===== config.mk =====
export PLATFORM = sky130hd
export DESIGN_NAME = alm_config_loader_flat
export DESIGN_NICKNAME = d
export VERILOG_FILES = /design/src/rtl/alm_config_loader_if.sv /design/src/rtl/alm_config_loader.sv /design/src/flat_wrapper.sv
export SDC_FILE = /design/constraint.sdc
export NUM_CORES = 1
export LEC_CHECK = 0
export ABC_AREA = 1
export ABC_CLOCK_PERIOD_IN_PS = 1700
export CORE_ASPECT_RATIO = 1.75
export CORE_MARGIN = 2
export CORE_UTILIZATION = 40
export CTS_CLUSTER_DIAMETER = 30
export DETAILED_ROUTE_END_ITERATION = 7
export PLACE_DENSITY = 0.7
export SYNTH_ARGS = -nofsm -noshare
export SYNTH_HDL_FRONTEND = slang
export SYNTH_SLANG_ARGS = --single-unit

===== constraint.sdc =====
create_clock -name clk -period 1.7 [get_ports clk]
set_input_delay 0.34 -clock clk [delete_from_list [all_inputs] [get_ports clk]]
set_output_delay 0.34 -clock clk [all_outputs]
set_load 0.03 [all_outputs]

===== src/rtl/alm_config_loader_if.sv =====
// ---------------------------------------------------------------------------
// alm_config_loader_if
// Bitstream word stream feeding the ALM configuration loader.
//   word_data   WORD_W  bitstream word, bit WORD_W-1 is shifted first
//   word_valid  1       word_data valid (driven by the source)
//   word_ready  1       loader accepts the word this cycle
// Modports: master = word source, slave = loader.
// ---------------------------------------------------------------------------
interface alm_config_loader_if #(
  parameter int WORD_W = 8
);
  logic [WORD_W-1:0] word_data;
  logic              word_valid;
  logic              word_ready;

  modport master (output word_data, output word_valid, input word_ready);
  modport slave  (input word_data, input word_valid, output word_ready);
endinterface


===== src/rtl/alm_config_loader.sv =====
// ---------------------------------------------------------------------------
// alm_config_loader
// Hardware bitstream loader for an ALM configuration chain. Words arriving on
// a valid/ready stream are shifted MSB-first, one bit per clock, into the
// chain through config_in/config_en. The chain's config_clk is clk.
//
// Ports
//   clk            system clock, also config_clk of the chain
//   clear_async_n  asynchronous active-low reset
//   start          begin a load (sampled in IDLE or DONE only)
//   abort          cancel a load in progress (wins over start)
//   word_if        slave side of the word stream (word_data/valid/ready)
//   config_in      serial config bit to the chain
//   config_en      chain shift enable
//   config_out     serial output of the last chain element
//   busy           load (or readback) in progress
//   done           load completed, held until the next start
//   error          readback CRC mismatch (always 0 without readback)
//
// Optional feature: define CONFIG_READBACK_EN to add a READBACK pass that
// rotates the chain once through config_out -> config_in and compares a CRC
// of what comes out against the CRC of what was loaded.
//
// state     | meaning
// ----------+-----------------------------------------------------------
// S_IDLE    | waiting for start after reset or abort
// S_FETCH   | word_ready high, waiting for the next bitstream word
// S_SHIFT   | shifting the held word into the chain, one bit per clock
// S_READBACK| rotating the chain once, accumulating the readback CRC
// S_DONE    | load finished, done high until the next start
// ---------------------------------------------------------------------------
module alm_config_loader #(
  parameter int CHAIN_LEN = 87,
  parameter int WORD_W    = 8,
  parameter int CNT_W     = 7
) (
  input  logic                clk,
  input  logic                clear_async_n,
  input  logic                start,
  input  logic                abort,
  alm_config_loader_if.slave  word_if,
  output logic                config_in,
  output logic                config_en,
  input  logic                config_out,
  output logic                busy,
  output logic                done,
  output logic                error
);

  localparam int BC_W = $clog2(WORD_W + 1);

  typedef enum logic [2:0] {
    S_IDLE,
    S_FETCH,
    S_SHIFT,
    S_READBACK,
    S_DONE
  } state_t;

  state_t            state, state_nxt;
  logic [WORD_W-1:0] sreg;
  logic [CNT_W-1:0]  bits_left;
  logic [BC_W-1:0]   word_left;
  logic [15:0]       crc_ld;

  function automatic logic [15:0] crc_step(input logic [15:0] crc, input logic bit_in);
    crc_step = {crc[14:0], 1'b0} ^ ((crc[15] ^ bit_in) ? 16'h1021 : 16'h0000);
  endfunction

  always_ff @(posedge clk or negedge clear_async_n) begin
    if (!clear_async_n) state <= S_IDLE;
    else                state <= state_nxt;
  end

  always_comb begin
    state_nxt          = state;
    word_if.word_ready = 1'b0;
    config_en          = 1'b0;
    config_in          = 1'b0;
    busy               = 1'b0;
    done               = 1'b0;
    case (state)
      S_IDLE: begin
        if (start) state_nxt = S_FETCH;
      end
      S_FETCH: begin
        word_if.word_ready = 1'b1;
        busy               = 1'b1;
        if (abort)                   state_nxt = S_IDLE;
        else if (word_if.word_valid) state_nxt = S_SHIFT;
      end
      S_SHIFT: begin
        config_en = 1'b1;
        config_in = sreg[WORD_W-1];
        busy      = 1'b1;
        if (abort) state_nxt = S_IDLE;
        else if (bits_left == CNT_W'(1)) begin
`ifdef CONFIG_READBACK_EN
          state_nxt = S_READBACK;
`else
          state_nxt = S_DONE;
`endif
        end
        else if (word_left == BC_W'(1)) state_nxt = S_FETCH;
      end
`ifdef CONFIG_READBACK_EN
      S_READBACK: begin
        // Feeding the chain's own output back in rotates it; after CHAIN_LEN
        // shifts the loaded image is back in place.
        config_en = 1'b1;
        config_in = config_out;
        busy      = 1'b1;
        if (abort)                       state_nxt = S_IDLE;
        else if (bits_left == CNT_W'(1)) state_nxt = S_DONE;
      end
`endif
      S_DONE: begin
        done = 1'b1;
        if (start) state_nxt = S_FETCH;
      end
      default: state_nxt = S_IDLE;
    endcase
  end

`ifdef CONFIG_READBACK_EN
  logic [15:0] crc_rb;
  logic [15:0] crc_rb_nxt;
  logic        error_q;

  assign crc_rb_nxt = crc_step(crc_rb, config_out);
  assign error      = error_q;
`else
  // config_out only matters to the readback pass.
  logic unused_config_out;
  assign unused_config_out = config_out;
  assign error             = 1'b0;
`endif

  always_ff @(posedge clk or negedge clear_async_n) begin
    if (!clear_async_n) begin
      sreg      <= '0;
      bits_left <= '0;
      word_left <= '0;
      crc_ld    <= 16'hFFFF;
`ifdef CONFIG_READBACK_EN
      crc_rb    <= 16'hFFFF;
      error_q   <= 1'b0;
`endif
    end else begin
      case (state)
        S_IDLE, S_DONE: begin
          if (start) begin
            bits_left <= CNT_W'(CHAIN_LEN);
            crc_ld    <= 16'hFFFF;
`ifdef CONFIG_READBACK_EN
            crc_rb    <= 16'hFFFF;
            error_q   <= 1'b0;
`endif
          end
        end
        S_FETCH: begin
          if (word_if.word_valid) begin
            sreg      <= word_if.word_data;
            word_left <= BC_W'(WORD_W);
          end
        end
        S_SHIFT: begin
          sreg      <= sreg << 1;
          word_left <= word_left - BC_W'(1);
          crc_ld    <= crc_step(crc_ld, sreg[WORD_W-1]);
`ifdef CONFIG_READBACK_EN
          // The same counter times the readback pass.
          if (bits_left == CNT_W'(1)) bits_left <= CNT_W'(CHAIN_LEN);
          else                        bits_left <= bits_left - CNT_W'(1);
`else
          bits_left <= bits_left - CNT_W'(1);
`endif
        end
`ifdef CONFIG_READBACK_EN
        S_READBACK: begin
          crc_rb    <= crc_rb_nxt;
          bits_left <= bits_left - CNT_W'(1);
          if (bits_left == CNT_W'(1)) error_q <= (crc_rb_nxt != crc_ld);
        end
`endif
        default: ;
      endcase
    end
  end

endmodule


===== src/flat_wrapper.sv =====
// flat-port wrapper written by rule: the top's interface ports become plain ports
module alm_config_loader_flat 
#(
  parameter int CHAIN_LEN = 87,
  parameter int WORD_W    = 8,
  parameter int CNT_W     = 7
)
  (clk, clear_async_n, start, abort, config_in, config_en, config_out, busy, done, error, word_if_word_data, word_if_word_valid, word_if_word_ready);
  alm_config_loader_if #(.WORD_W(WORD_W)) word_if_i ();
  input  logic clk;
  input  logic clear_async_n;
  input  logic start;
  input  logic abort;
  output logic config_in;
  output logic config_en;
  input  logic config_out;
  output logic busy;
  output logic done;
  output logic error;
  input wire logic [$bits(word_if_i.word_data)-1:0] word_if_word_data;
  input wire logic [$bits(word_if_i.word_valid)-1:0] word_if_word_valid;
  output wire logic [$bits(word_if_i.word_ready)-1:0] word_if_word_ready;
  assign word_if_i.word_data = word_if_word_data;
  assign word_if_i.word_valid = word_if_word_valid;
  assign word_if_word_ready = word_if_i.word_ready;
  alm_config_loader #(.CHAIN_LEN(CHAIN_LEN), .WORD_W(WORD_W), .CNT_W(CNT_W)) u_core (.clk(clk), .clear_async_n(clear_async_n), .start(start), .abort(abort), .word_if(word_if_i), .config_in(config_in), .config_en(config_en), .config_out(config_out), .busy(busy), .done(done), .error(error));
endmodule

==> metrics, run 1 <==
Clock power frac roughly 16%; initial antenna violation count 0; Net Sw Power 1010 µW; Final GP Congestion between 0.8 and 0.9; Vias roughly 1100; Via density around 4.7; clock tree buffer depth 2; min cycle time layout about 1600 ps; met2 GRT Util between 30% and 40%; met1 usage between 10% and 20%; setup ws final between 100 and 150 ps; antenna viol nets, final 0; total CTS buffers 3; post-CTS setup buffer count 0; met3 Use GR between 2 and 2.5%; commonest cells after routing, fill and taps aside nand2_1, inv_1, dfrtp_1; Post-Synthesis Cells roughly 160; Comb pwr share roughly 50%; pin count of the biggest net entering global routing 23; die height between 70 and 80 µm; maximum vdd drop between 0.0009 and 0.001 V; sequential share of the synthesized area 43.4%; post-synth top area cell dfrtp_1; Pint 1370 µW; DIE WIDTH about 47 µm; IO Port Bufs 17; GRT Overall Usage roughly 16%; final global-route overflow total 0; row count 27; Max Fclk about 630 MHz; io pins 20; r2r setup slk 360 ps; Worst-Skew Late Latency between 200 and 300 ps; H-Tree Depth 1; Yosys cell types 23; clock root buffer master clkbuf_8; PwrDens approximately 1600 nW/µm²; most used routing layer met2; Clock transition at path regs 80 ps; CTS tree done; Wirelength per Cell about 11 µm; synthesized area per cell 7.82 µm²; diode count 0; layout cells sized above 1 between 10% and 20%; reg-to-reg endpoint u_core.state[2]$_DFFE_PN0P_; Final period util between 90% and 100%; WS Path Type flop to output port; Nets about 200; Setup violations, final 0; clk_skew between 1 and 1.5 ps; DP Worst Slack about 230 ps; Mapped Area 1270 µm²; Max Slew Vio Count 0; Worst Setup End Kind output port; cells on worst reg2reg path 9; main area contributors after synthesis dfrtp_1, nand2_1, inv_1, nand3_1, o21ai_1; outcome finished, final reports clean; register share of total power 34.3%; Leak 0.000759 µW; CP Launch Type flop; Setup TNS 0 ps; full die area roughly 3700 µm²; DRC errors left 0; synth-to-layout area growth 20.7%; CTS Hold Bufs 0; Placeable Area ~3000 µm²; overall power around 2400 µW; YS warnings 0; post-synth top area share a little over two fifths; Initial Util between 40% and 50%; fill count just under 300; Worst Hold Class input port to asynchronous set/reset pin; synthesized net count 180; Initial DRC Count 33; Final Hold Fails 0; unrepaired setup endpoints after global routing false; Final Routed Wirelength roughly 2500 µm; max_cap viols 0; switching fraction of total power between 40% and 50%; Critical Path RT approximately 1400 ps; Sink Count 22; #FFs+latches synth 22; crit path max fanout 10; Critical R2R Launch u_core.bits_left[1]$_DFFE_PN0P_; vias in the first global route between 1000 and 1500; WP data arrival between 1000 and 1500 ps; post-DP HPWL between 2000 and 2500 µm; most common cell after layout, fill and taps aside nand2_1; first-pass GRT wire length roughly 4500 µm; first drt pass iteration count 5
worst max path at each step:
stage                     cells past startpoint                         endpoint                   startpoint  slack, ps
after global placement                        6  u_core.bits_left[2]$_DFFE_PN0P_                        start        250
final                                         4                        config_in  u_core.state[2]$_DFFE_PN0P_        120
after CTS                                     4                        config_in  u_core.state[2]$_DFFE_PN0P_        100
after global routing                          4                             done  u_core.state[0]$_DFFE_PN0P_         20
after floorplan                               4                        config_in  u_core.state[2]$_DFFE_PN0P_        220
after detailed placement                      6  u_core.bits_left[2]$_DFFE_PN0P_                        start        230
timing repair:
item | CTS | global route
endpoints found under the hold margin | 0 | 0
endpoints found under the setup margin | 0 | 1
resized for setup | 0 | 1
power groups by stage:
stage | clock [µW] | combinational [µW] | sequential (µW)
floorplan | 0 | 915 | 799
global placement | 0 | 1150 | 813
detailed placement | 0 | 1200 | 827
CTS | 380 | 1210 | 815
global route | 395 | 1360 | 834
finish | 370 | 1190 | 815
metrics by stage:
stage | utilization (%) | cell area [µm²] | cells | hold WS [ps]
after global routing | 49.8 | 1530 | 225 | 474
after detailed placement | 47.9 | 1470 | 221 | 484
after floorplan | - | 1270 | 162 | 44.4
after CTS | 49.7 | 1530 | 225 | 428
final | 49.8 | 1530 | 225 | 423
after global placement | 47.9 | 1470 | 221 | 478
routing by layer:
layer / wire, µm / vias to the layer above
met5: 0 / -
met4: 52 / 0
met3: 57 / 4
met2: 1450 / 16
met1: 936 / 485
li1: - / 550
cells by family after synthesis:
logic type	share of synthesized area, %
AO/OA/AOI/OAI	12.4
flip-flops	43.4
buffers and inverters	13.3
AND/OR/NAND/NOR	25.9
XOR/XNOR	0.691
other	0.296
adder cells (fa/ha/maj)	3.95
cell type report:
| class | count | area (µm²) | area share, % |
|---|---|---|---|
| Sequential cell | 22 | 551 | 36.0 |
| Timing Repair Buffer | 21 | 200 | 13.1 |
| Inverter | 32 | 120 | 7.85 |
| Tap cell | 43 | 53.8 | 3.52 |
| Clock buffer | 4 | 55.1 | 3.60 |
| Multi-Input combinational cell | 103 | 551 | 36.0 |
cell usage after synthesis (all sizes together):
master	n
nand2	35
nand3b	1
o22ai	2
a21oi	2
a22oi	1
inv	32
nor2	13
dfrtp	22
xnor2	1
o21ai	24
nand4	2
conb	1
nand3	17
ha	4
buf	5
critical path, cell delays in order, from the launching register on:
cell	delay, ps
dfrtp_1	400
inv_2	120
nand3_4	170
nor2_1	130
buf_4	170
flip-flops by register name, summed over array words and instances, names as in the netlist:
signal,cells
u_core.state,3
u_core.sreg,8
u_core.word_left,4
u_core.bits_left,7
No activity file was read; power rests on OpenSTA's default activity.
==> run 2: changes to the inputs <==
--- a/config.mk
+++ b/config.mk
@@ -9,10 +9,10 @@
 export ABC_CLOCK_PERIOD_IN_PS = 1700
 export CORE_ASPECT_RATIO = 1.75
 export CORE_MARGIN = 2
-export CORE_UTILIZATION = 40
+export CORE_UTILIZATION = 52
 export CTS_CLUSTER_DIAMETER = 30
 export DETAILED_ROUTE_END_ITERATION = 7
-export PLACE_DENSITY = 0.7
+export PLACE_DENSITY = 0.86
 export SYNTH_ARGS = -nofsm -noshare
 export SYNTH_HDL_FRONTEND = slang
 export SYNTH_SLANG_ARGS = --single-unit
==> metrics, run 2 (synthesis gave the netlist of run 1 again) <==
first-pass GRT wire length approximately 4200 µm; Final Hold Fails 0; biggest regs u_core.sreg (8), u_core.bits_left (7), u_core.word_left (4); post-DP HPWL roughly 1800 µm; clock tree buffer depth 2; worst path bufs/invs 2; first drt pass iteration count 4; outcome finished, final reports clean; Critical Path RT approximately 1400 ps; IO Port Bufs 17; Final period util 94.5%; Worst-Skew Late Latency approximately 260 ps; Max Slew Vio Count 0; full die area 2860 µm²; DIE WIDTH 41.3 µm; min cycle time layout roughly 1600 ps; GRT Overall Usage 20.5%; Placeable Area around 2300 µm²; Nets around 200; diode count 0; Final GP Congestion approximately 0.82; H-Tree Depth 1; antenna viol nets, final 0; r2r setup slk 310 ps; PwrDens approximately 1600 nW/µm²; WS Path Type flop to output port; post-CTS setup buffer count 0; Via density roughly 5.2; Critical Path, Cell by Cell inv_2 -> nand3_4 -> nor2_1 -> buf_4; fill count roughly 210; most common cell after layout, fill and taps aside nand2_1; layout cells sized above 1 around 14%; cells on worst reg2reg path 9; io pins 20; Setup TNS 0 ps; switching fraction of total power 42.0%; total CTS buffers 3; row count 23; vias in the first global route about 1100; register share of total power 34.2%; Critical R2R Launch u_core.bits_left[1]$_DFFE_PN0P_; Leak 0.000759 µW; Initial Util 55.1%; Comb pwr share 49.9%; die height around 69 µm; Initial DRC Count just over 40; Max Fclk 622 MHz; initial antenna violation count 0; DRC errors left 0; Net Sw Power about 990 µW; commonest cells after routing, fill and taps aside nand2_1, inv_1, dfrtp_1; Worst Setup End Kind output port; final global-route overflow total 0; WP data arrival roughly 1300 ps; Setup violations, final 0; Worst Hold Class input port to asynchronous set/reset pin; CP max-delay cell dfrtp_1; synth-to-layout area growth 18.8%; max FFs per register 8; CTS tree done; max_cap viols 0; clock root buffer master clkbuf_8; crit path max fanout 10; Wirelength per Cell about 12 µm; Pint ~1400 µW; reg-to-reg endpoint u_core.state[2]$_DFFE_PN0P_; post-route cell area ~1500 µm²; unrepaired setup endpoints after global routing false; Final Routed Wirelength approximately 2400 µm; post-CTS sizing 0; Vias about 1100; crit-path leading delay family flip-flops; Sink Count 22; maximum vdd drop just over 0.0009 V; CP Launch Type flop; Hold WS roughly 420 ps; Largest Register u_core.sreg; pin count of the biggest net entering global routing 23; CTS Hold Bufs 0; Clock transition at path regs 80 ps; slowest cell delay on critical path about 400 ps; Area after DPL 1450 µm²; Clock power frac 15.9%; clk_skew between 1.5 and 2 ps
[run 2: cell counts in the layout (fill, tap and decap cells not counted)]
Identical to the previous run, type by type.
[run 2: layout make-up]
cell class | instances | area (µm²) | share of cell area (%)
Sequential cell | 22 | 551 | 36.6
Multi-Input combinational cell | 103 | 548 | 36.4
Timing Repair Buffer | 21 | 200 | 13.3
Inverter | 32 | 120 | 7.98
Clock buffer | 4 | 55.1 | 3.66
Tap cell | 25 | 31.3 | 2.08
[run 2: through the flow]
| stage | std cells | total power, µW | utilization [%] | setup WS [ps] |
|---|---|---|---|---|
| 6_report | 207 | 2370 | 65.4 | 92.7 |
| 3_3_place_gp | 203 | 1950 | 63.0 | 254 |
| 2_1_floorplan | 162 | 1710 | - | 220 |
| 4_1_cts | 207 | 2390 | 65.4 | 95.5 |
| 3_5_place_dp | 203 | 2000 | 63.0 | 259 |
| 5_1_grt | 207 | 2580 | 65.4 | 19.7 |
[run 2: power by group through the flow]
stage               Sequential [µW]  Combinational [µW]  Clock (µW)
floorplan                       799                 915           0
global placement                810                1140           0
detailed placement              818                1180           0
CTS                             808                1200         385
global route                    829                1340         408
finish                          809                1180         377
[run 2: worst reg2reg max path: stages (launching register included)]
cell     delay [ps]
dfrtp_1         360
inv_1           110
ha_1            160
inv_1            50
nor2_1          150
nand3_1         130
nand3_1         150
nand2_1          70
nand2_1          60
nand2_1          50
[run 2: worst max path at each step]
stage                                           start                               to  slack [ps]  depth (start not counted)
after floorplan           u_core.state[2]$_DFFE_PN0P_                        config_in         220                          4
after global placement                          start  u_core.bits_left[2]$_DFFE_PN0P_         250                          6
after detailed placement                        start  u_core.bits_left[2]$_DFFE_PN0P_         260                          6
after CTS                 u_core.state[2]$_DFFE_PN0P_                        config_in         100                          4
after global routing      u_core.state[2]$_DFFE_PN0P_                        config_in          20                          4
final                     u_core.state[2]$_DFFE_PN0P_                        config_in          90                          4
[run 2: per-layer routing]
metal	up-vias	track usage [%]	part of all wire (%)
met5	-	0	0
met4	0	7.53	1.7
met3	5	2.88	2.5
met2	18	37.5	56
met1	507	20.8	40
li1	552	-	-
==> patch, RTL diff (settings of run 1) <==
Add a define of `CONFIG_READBACK_EN`.
--- a/src/rtl/alm_config_loader.sv
+++ b/src/rtl/alm_config_loader.sv
@@ -31,2 +31,4 @@
 // ---------------------------------------------------------------------------
+`define CONFIG_READBACK_EN
+
 module alm_config_loader #(
Behaviour: no difference found for any inputs over 10 cycles, from zero or initial values; that may be too few to reach the edited logic, so the function may still have changed.
==> patch against run 1 <==
Routed wire length rose by 130%. Global-route usage increased by 1.0 points. Area after synthesis up 120%. Count of clock-buffer cells in the layout rose by 3. Die area rose by 110%. Design area up 120%. Hold slack got worse by 0.39 ns. Cell count grew 99%. Total power is 130% higher. Fmax down 6.3%. Worst setup slack got worse by 0.11 ns. Sequential power grew 150%. Sequential cell count grew 33. Highest routed layer unchanged.
==> patch: results (changes against run 1) <==
Run status = finished clean
Routability cong. = 0.857 (+2.9%)
Drt first-iter violations = 68 (+110%)
DRT Wirelength = 5.85 mm (+130%)
Clock net power = 0.970 mW (+160%)
DP HPWL = 4.30 mm (+110%)
Post-synthesis compound-gate area fraction = 16.5% (+4.1 points)
Final Skew = 0.00863 ns (+0.00718 ns)
Root Buffer Master = clkbuf_16
First-pass GRT wire length = 10.3 mm (+130%)
CP arrival = 1.35 ns (+0.11 ns)
Top cells by area, synth = dfstp_2, dfrtp_1, nand2_1
R2R depth = 11 (+2)
Library cells used by synthesis = 31 (+35%)
Vias/cell = 5.03 (+7.2%)
Post-CTS Setup Bufs = 2 (+2)
Internal Power = 3.28 mW (+140%)
Insertion delay to the later sink of the worst-skew pair = 0.29 ns (+0.03 ns)
Dpl cells = 438 (+98%)
P_seq = 2.00 mW (+150%)
Top Registers = u_core.crc_ld: 16 flops, u_core.crc_rb: 16 flops, u_core.sreg: 8 flops
Cell area after placement = 0.00317 sq mm (+120%)
Pre-antenna DRT Iters = 4 (-1)
Synth Flop Type = dfstp_2
Sw frac = 40.2% (-2.1 points)
Worst slack, placed = -0.0380 ns (-0.264 ns)
Post-Syn Area per Cell = 8.47 sq um (+8.3%)
Post_cts resized = 5 (+5)
Top cells by instance count after synthesis = nand2_1, inv_1, dfstp_2, a22oi_1, dfrtp_1
Post-Synth Adder-Cell Area = 1.78% (-2.2 points)
Peak VDD IR = 0.819 mV (-18%)
Nets = 381 (+90%)
# H-tree levels = 2 (+1)
Total GRT Usage = 17.5% (+1.0 points)
Largest net degree at the start of global routing = 56 (+140%)
Syn nets = 349 (+94%)
[patch: changes by cell type after synthesis, moves of 10 or more]
| cell | change |
|---|---|
| dfstp_2 | +32 |
| inv_1 | +36 |
| nand2_1 | +37 |
| nor2_1 | +10 |
| a22oi_1 | +25 |
| o21ai_1 | -14 |
| o21ai_0 | +11 |
[patch: per-layer routing]
layer	up-vias	GRT usage (%)	share of wire, %
li1	1134	-	-
met1	1066	19.3	40
met3	13	2.35	2.4
met2	34	31.1	53
met4	0	10.1	4.3
met5	-	0	0
[patch: area by class of cell]
type                    instances  area [sq um]
well taps                      84           105
flip-flops and latches         55          1420
repair buffers                 32           320
clock buffers                   7           133
fillers                       667          3470
multi-input cells             199          1100
inverters                      70           264
[patch: worst paths after layout]
kind	to	slack, ns
max in group asynchronous	u_core.crc_rb[1]	1.35
min	u_core.bits_left[1]	0.04
max reg2reg	u_core.error	0.16
min in group clk	u_core.crc_rb[13]	0.51
min reg2reg	u_core.crc_rb[13]	0.51
max	word_if_word_ready	0.009
